$ cat src/rtl/rf_wb_arbiter.sv
// rf_wb_arbiter
//   Shares the single write port of the register file between the ALU
//   result path and the load result path. Arbitration is round-robin and
//   uses valid/ready handshakes. The winning request is registered for one
//   cycle before it drives the register-file write port. A pending-write
//   mask is exported so that issue logic can stall on RAW hazards.
//
// Ports
//   clk, rst_n                   clock, asynchronous active-low reset
//   alu_valid/waddr/wdata/ready  ALU write-back request channel
//   mem_valid/waddr/wdata/ready  load write-back request channel
//   flush                        kills the ALU request presented this cycle
//   rf_en/rf_waddr/rf_wdata      registered register-file write port
//   busy_mask                    one bit per register with a write in flight
//   last_grant                   round-robin pointer (0 = ALU, 1 = MEM)
module rf_wb_arbiter #(
    parameter int DW = 32,
    parameter int AW = 5
) (
    input  logic              clk,
    input  logic              rst_n,
    input  logic              alu_valid,
    input  logic [AW-1:0]     alu_waddr,
    input  logic [DW-1:0]     alu_wdata,
    output logic              alu_ready,
    input  logic              mem_valid,
    input  logic [AW-1:0]     mem_waddr,
    input  logic [DW-1:0]     mem_wdata,
    output logic              mem_ready,
    input  logic              flush,
    output logic              rf_en,
    output logic [AW-1:0]     rf_waddr,
    output logic [DW-1:0]     rf_wdata,
    output logic [(2**AW)-1:0] busy_mask,
    output logic              last_grant
);

    logic alu_req;
    logic grant_alu;
    logic grant_mem;

    // A flushed ALU request is treated as if it were not there at all, so it
    // neither wins arbitration nor blocks the load path.
    always_comb begin
        alu_req   = alu_valid && !flush;
        grant_alu = rst_n && alu_req && (!mem_valid || last_grant);
        grant_mem = rst_n && mem_valid && (!alu_req || !last_grant);
        alu_ready = grant_alu;
        mem_ready = grant_mem;
    end

    // The register file never back-pressures, so the output stage simply
    // captures the winner every cycle. Writes to x0 complete the handshake
    // and move the pointer, but never raise rf_en.
    always_ff @(posedge clk or negedge rst_n) begin
        if (!rst_n) begin
            rf_en      <= 1'b0;
            rf_waddr   <= '0;
            rf_wdata   <= '0;
            last_grant <= 1'b1;
        end else if (grant_alu) begin
            rf_en      <= (alu_waddr != '0);
            rf_waddr   <= alu_waddr;
            rf_wdata   <= alu_wdata;
            last_grant <= 1'b0;
        end else if (grant_mem) begin
            rf_en      <= (mem_waddr != '0);
            rf_waddr   <= mem_waddr;
            rf_wdata   <= mem_wdata;
            last_grant <= 1'b1;
        end else begin
            rf_en      <= 1'b0;
        end
    end

    // Live requests are included whether or not they win this cycle, and the
    // output stage covers the write that has not reached the array yet.
    // Not gated by reset: during reset the mask still reflects live valids.
    always_comb begin
        busy_mask = '0;
        if (alu_req) begin
            busy_mask[alu_waddr] = 1'b1;
        end
        if (mem_valid) begin
            busy_mask[mem_waddr] = 1'b1;
        end
        if (rf_en) begin
            busy_mask[rf_waddr] = 1'b1;
        end
        busy_mask[0] = 1'b0;
    end

endmodule

$ cat config.mk
export PLATFORM = sky130hd
export DESIGN_NAME = rf_wb_arbiter
export DESIGN_NICKNAME = d
export VERILOG_FILES = /design/src/rtl/rf_wb_arbiter.sv
export SDC_FILE = /design/constraint.sdc
export NUM_CORES = 1
export LEC_CHECK = 0
export ABC_AREA = 1
export CORE_MARGIN = 5
export CORE_UTILIZATION = 41
export DETAILED_ROUTE_END_ITERATION = 8
export PLACE_DENSITY = 0.92
export SLEW_MARGIN = 0
export SYNTH_ARGS = -nofsm -noshare
export SYNTH_HDL_FRONTEND = slang
export SYNTH_SLANG_ARGS = --single-unit
export TNS_END_PERCENT = 30
$ cat constraint.sdc
create_clock -name clk -period 1.6 [get_ports clk]
set_input_delay 0.32 -clock clk [delete_from_list [all_inputs] [get_ports clk]]
set_output_delay 0.32 -clock clk [all_outputs]
set_load 0.02 [all_outputs]
# After elaboration in Yosys (flattened, before gate mapping)
# Cells that the tools add are included.
[op_classes]
magnitude_cmp = 6
mux = 17
bitwise = 2
n_reduce_logical = 17
[op_table]
columns = ["cell", "n"]
rows = [
  ["32-bit 2-to-1 mux", 5],
  ["32-bit OR", 2],
  ["5-bit by 6-bit less-than comparator with 1-bit output (second input constant)", 3],
  ["1-bit demux with 5-bit select", 3],
  ["5-bit by 1-bit >= comparator with 1-bit output (second input constant)", 3],
  ["5-bit 2-to-1 mux", 2],
  ["5-bit nonzero test", 2],
  ["1-bit logical AND", 8],
  ["1-bit 2-to-1 mux", 7],
  ["1-bit zero test", 4],
  ["1-bit logical OR", 2],
  ["2-bit nonzero test", 1],
]
[totals]
register_bits = 39
inputBits = 79

# Longest topological paths before layout
[logic_depth]
ltp_word = 9
ltp_mapped = 9

# Worst setup path before layout
# OpenSTA, ideal clock, no wires.
[synth_path]
path_type = "register to output"
from = "reg rf_waddr[4]"
to = "out busy_mask[29]"
arrival_ns = 1.265
required_time_ns = 1.280
setup_slack_ns = 0.015
stages_incl_launch_ff = 5
path_cell_list = "dfrtp_1 > inv_1 > nor3_1 > nand2_1 > o211ai_1"
[synth_via]
elab_chain_len = 6
[synth_lines]
columns = ["element", "line", "rtl"]
rows = [
  ["start: declaration", "32", "output logic [AW-1:0] rf_waddr,"],
  ["start signal: assignment", "63", "rf_waddr <= alu_waddr;"],
  ["start signal: assignment", "68", "rf_waddr <= mem_waddr;"],
  ["5-bit by 6-bit less-than comparator with 1-bit output (not written as such) / 5-bit by 1-bit >= comparator with 1-bit output (equally long branches)", "88", "busy_mask[rf_waddr] = 1'b1;"],
  ["1-bit logical AND (not written as such)", "88", ""],
  ["1-bit 2-to-1 mux (not written as such)", "88", ""],
  ["1-bit demux with 5-bit select (*)", "88", ""],
  ["32-bit OR (no line) (*)", "n/a", ""],
  ["32-bit 2-to-1 mux (*)", "87", "if (rf_en) begin"],
  ["end: declaration", "34", "output logic [(2**AW)-1:0] busy_mask,"],
]
# Every way passes the cells marked *; elsewhere a longest branch is shown, timed or not.

# Worst setup path in the final report
[layout_path]
from = "reg rf_waddr[2]"
to = "out busy_mask[31]"
# Same word-level chain as after synthesis.

==> out/metrics.yaml <==
die:
  die_area_um2: 9080
  die_h_um: 95.3
  io_pins: 152
  start_util_pct: 41.6
  die_w_um: 95.3
  fp-row-count: 31
  core_um2: 7180
timing:
  fin_tns_setup_ns: -6.57
  max_freq_mhz: 536
  holdWs_ns: 0.0559
  setup_viol: 32
  finClkSkew_ns: 0.00570
  period_needed_ns: 1.86
  final_hold_viol_count: 0
  worstMarginPinSlew_ns: 0.557
  slew_violations: 0
  rsz0062_at_grt: "true"
  slew_headroom_pct: 62.8
  post-route-period-util_pct: 117
  fin_ws_ns: -0.265
placement:
  dp_slack_ns: -0.926
  io_buffers: 150
  hpwl_um: 9560
  gp_congestion: 1.09
cts:
  clock_latency_ns: 0.29
  htreeDepth: 2
  hold_buffers: 0
  cts_made_buffers: 5
  cts_tree: "done"
  cts.sinks: 39
  root_buffer: "clkbuf_8"
  clockBufferDepth: 2
  clk_pin_slew_ns: 0.08
global_route:
  grt_max_degree: 53
  grt_pass1_wl_um: 19500
  track_usage_pct: 27.3
  grt_pass1_vias: 3966
  antenna_found_initial: 1
  grt-ovfl-total: 0
worst_setup_path:
  cp-end-kind: "output port"
  crit_type: "flop to output port"
  cp_max_fo: 7
  crit_family: "flip-flops"
  crit_chain: "inv_4, nor3_2, buf_4, nand2_1, o211ai_1, buf_4"
  critPathSlowestCell: "dfrtp_2"
  arrival_ns: 1.54
  slowest_delay_ns: 0.50
  required_ns: 1.28
  cp-start-kind: "flop"
  cp_num_buf_inv: 3
  cp_common_cell: "buf_4"
logic_synthesis:
  yosysWarnings: 0
  synth_top_area_cell: "dfrtp_1"
  postSynthAreaPerCell_um2: 6.34
  synth.distinct_cells: 23
  synthCells: 470
  synth-seq-area-share_pct: 32.8
  netlist_area_um2: 2980
  synth_area_leaders: "dfrtp_1, nand2_1, nand3_1"
  synth_top_area_share_pct: 31.9
  mappedNetlistNets: 549
  ys_ff_latch: 39
status:
  violations: "negative setup slack"
  status: "finished with violations"
pwr:
  finalPower_w: 0.00396
  p_per_area_nw_per_um2: 735
  vdd_drop_max_mv: 0.553
  p_leak_nw: 2.95
route:
  via_count: 4216
  drt-initial-drc-count: 316
  post-route-drc-count: 0
  ant_nets: 0
  wl_per_cell_um: 16.8
  dr.pass1.iters: 5
  drt-total-wl_um: 13100
  via_per_inst: 5.40
final_layout:
  nets: 758
  final_cell_mix: "nand2_1, buf_4, clkdlybuf4s50_1"
  syn2layout_area_growth_pct: 80.7
  drive_gt1_share_pct: 28.4
  final_common_cell: "nand2_1"
flow_run:
  cap_violations: 0
min_path:
  hold_class: "input port to asynchronous set/reset pin"
[worst paths after layout]
kind | to | cells after the start | slack (ns) | from
worst max-delay path | busy_mask[31] | 6 | -0.26 | rf_waddr[2]
worst max register to register | rf_waddr[0] | 8 | 0.05 | last_grant
min in group clk | rf_wdata[17] | 2 | 0.51 | rf_wdata[17]
max in group asynchronous | rf_wdata[2] | 2 | 1.05 | rst_n
worst min-delay path | rf_wdata[25] | 2 | 0.06 | rst_n
worst min register to register | rf_wdata[17] | 2 | 0.51 | rf_wdata[17]
[what timing repair did]
item | in CTS | in global routing
endpoints found under the hold margin | 0 | 0
resized for setup | 234 | 62
pin swaps | 12 | 14
setup buffers | 4 | 2
endpoints found under the setup margin | 83 | 95
[synth_stat cells]
| library cell | n |
|---|---|
| inv_2 | 2 |
| nand4_1 | 44 |
| dfrtp_1 | 38 |
| nand3_2 | 1 |
| or2_2 | 1 |
| inv_1 | 19 |
| o21ai_0 | 2 |
| nor2_1 | 8 |
| clkbuf_1 | 3 |
| conb_1 | 1 |
| nor3_1 | 16 |
| o211ai_1 | 21 |
| a21oi_1 | 2 |
| dfstp_2 | 1 |
| nand2_2 | 1 |
| buf_2 | 19 |
| nor3_2 | 2 |
| buf_4 | 4 |
| buf_6 | 1 |
| nand2_1 | 210 |
| buf_1 | 4 |
| nor2_8 | 1 |
| nand3_1 | 69 |
[flip-flops by register name, summed over array words and instances, names as in the netlist]
register    count
rf_waddr        5
rf_wdata       32
rf_en           1
last_grant      1
[cell families after synthesis]
kind of cell	Yosys count	synth area share (%)
AND/OR/NAND/NOR	353	53.0
buffers and inverters	52	8.10
flip-flops	39	32.8
AO/OA/AOI/OAI	25	5.96
other	1	0.126
[per-stage QoR]
stage / utilization [%] / instances / cell area, um2
after floorplan: - / 470 / 2980
after global placement: 70.3 / 765 / 5040
after detailed placement: 70.3 / 765 / 5040
after CTS: 72.2 / 777 / 5180
after global routing: 75.0 / 780 / 5380
final: 75.1 / 781 / 5390
[worst register-to-register path, stage by stage (launching register included)]
cell and delay (ns):
dfstp_2 0.53, buf_4 0.11, nand3_2 0.07, nand2_2 0.10
buf_12 0.19, nand2_4 0.08, buf_4 0.16, nand3_1 0.09
nand2_1 0.08
[metal layers]
| layer | global-route usage (%) | wire length [um] | vias up | part of all wire [%] |
|---|---|---|---|---|
| met5 | 0 | 0 | - | 0 |
| met4 | 8.65 | 391 | 0 | 3.0 |
| met3 | 5.29 | 1210 | 31 | 9.2 |
| met2 | 45.9 | 6450 | 223 | 49 |
| met1 | 35.2 | 5090 | 1958 | 39 |
| li1 | - | - | 2004 | - |
[area by class of cell]
class	count	area [um2]
clock buffer	6	72.6
antenna	2	5.00
timing repair buffer	233	2150
inverter	21	83.8
tap	99	124
clock inverter	2	37.5
fill	550	1790
multi-input combinational	379	1930
sequential	39	983
[power breakdown]
group          internal, W  switching (W)
Combinational     0.000846       0.000982
Clock             0.000465       0.000344
Sequential         0.00117       0.000151
Total              0.00248        0.00148
Power figures use the tool's default switching activity.
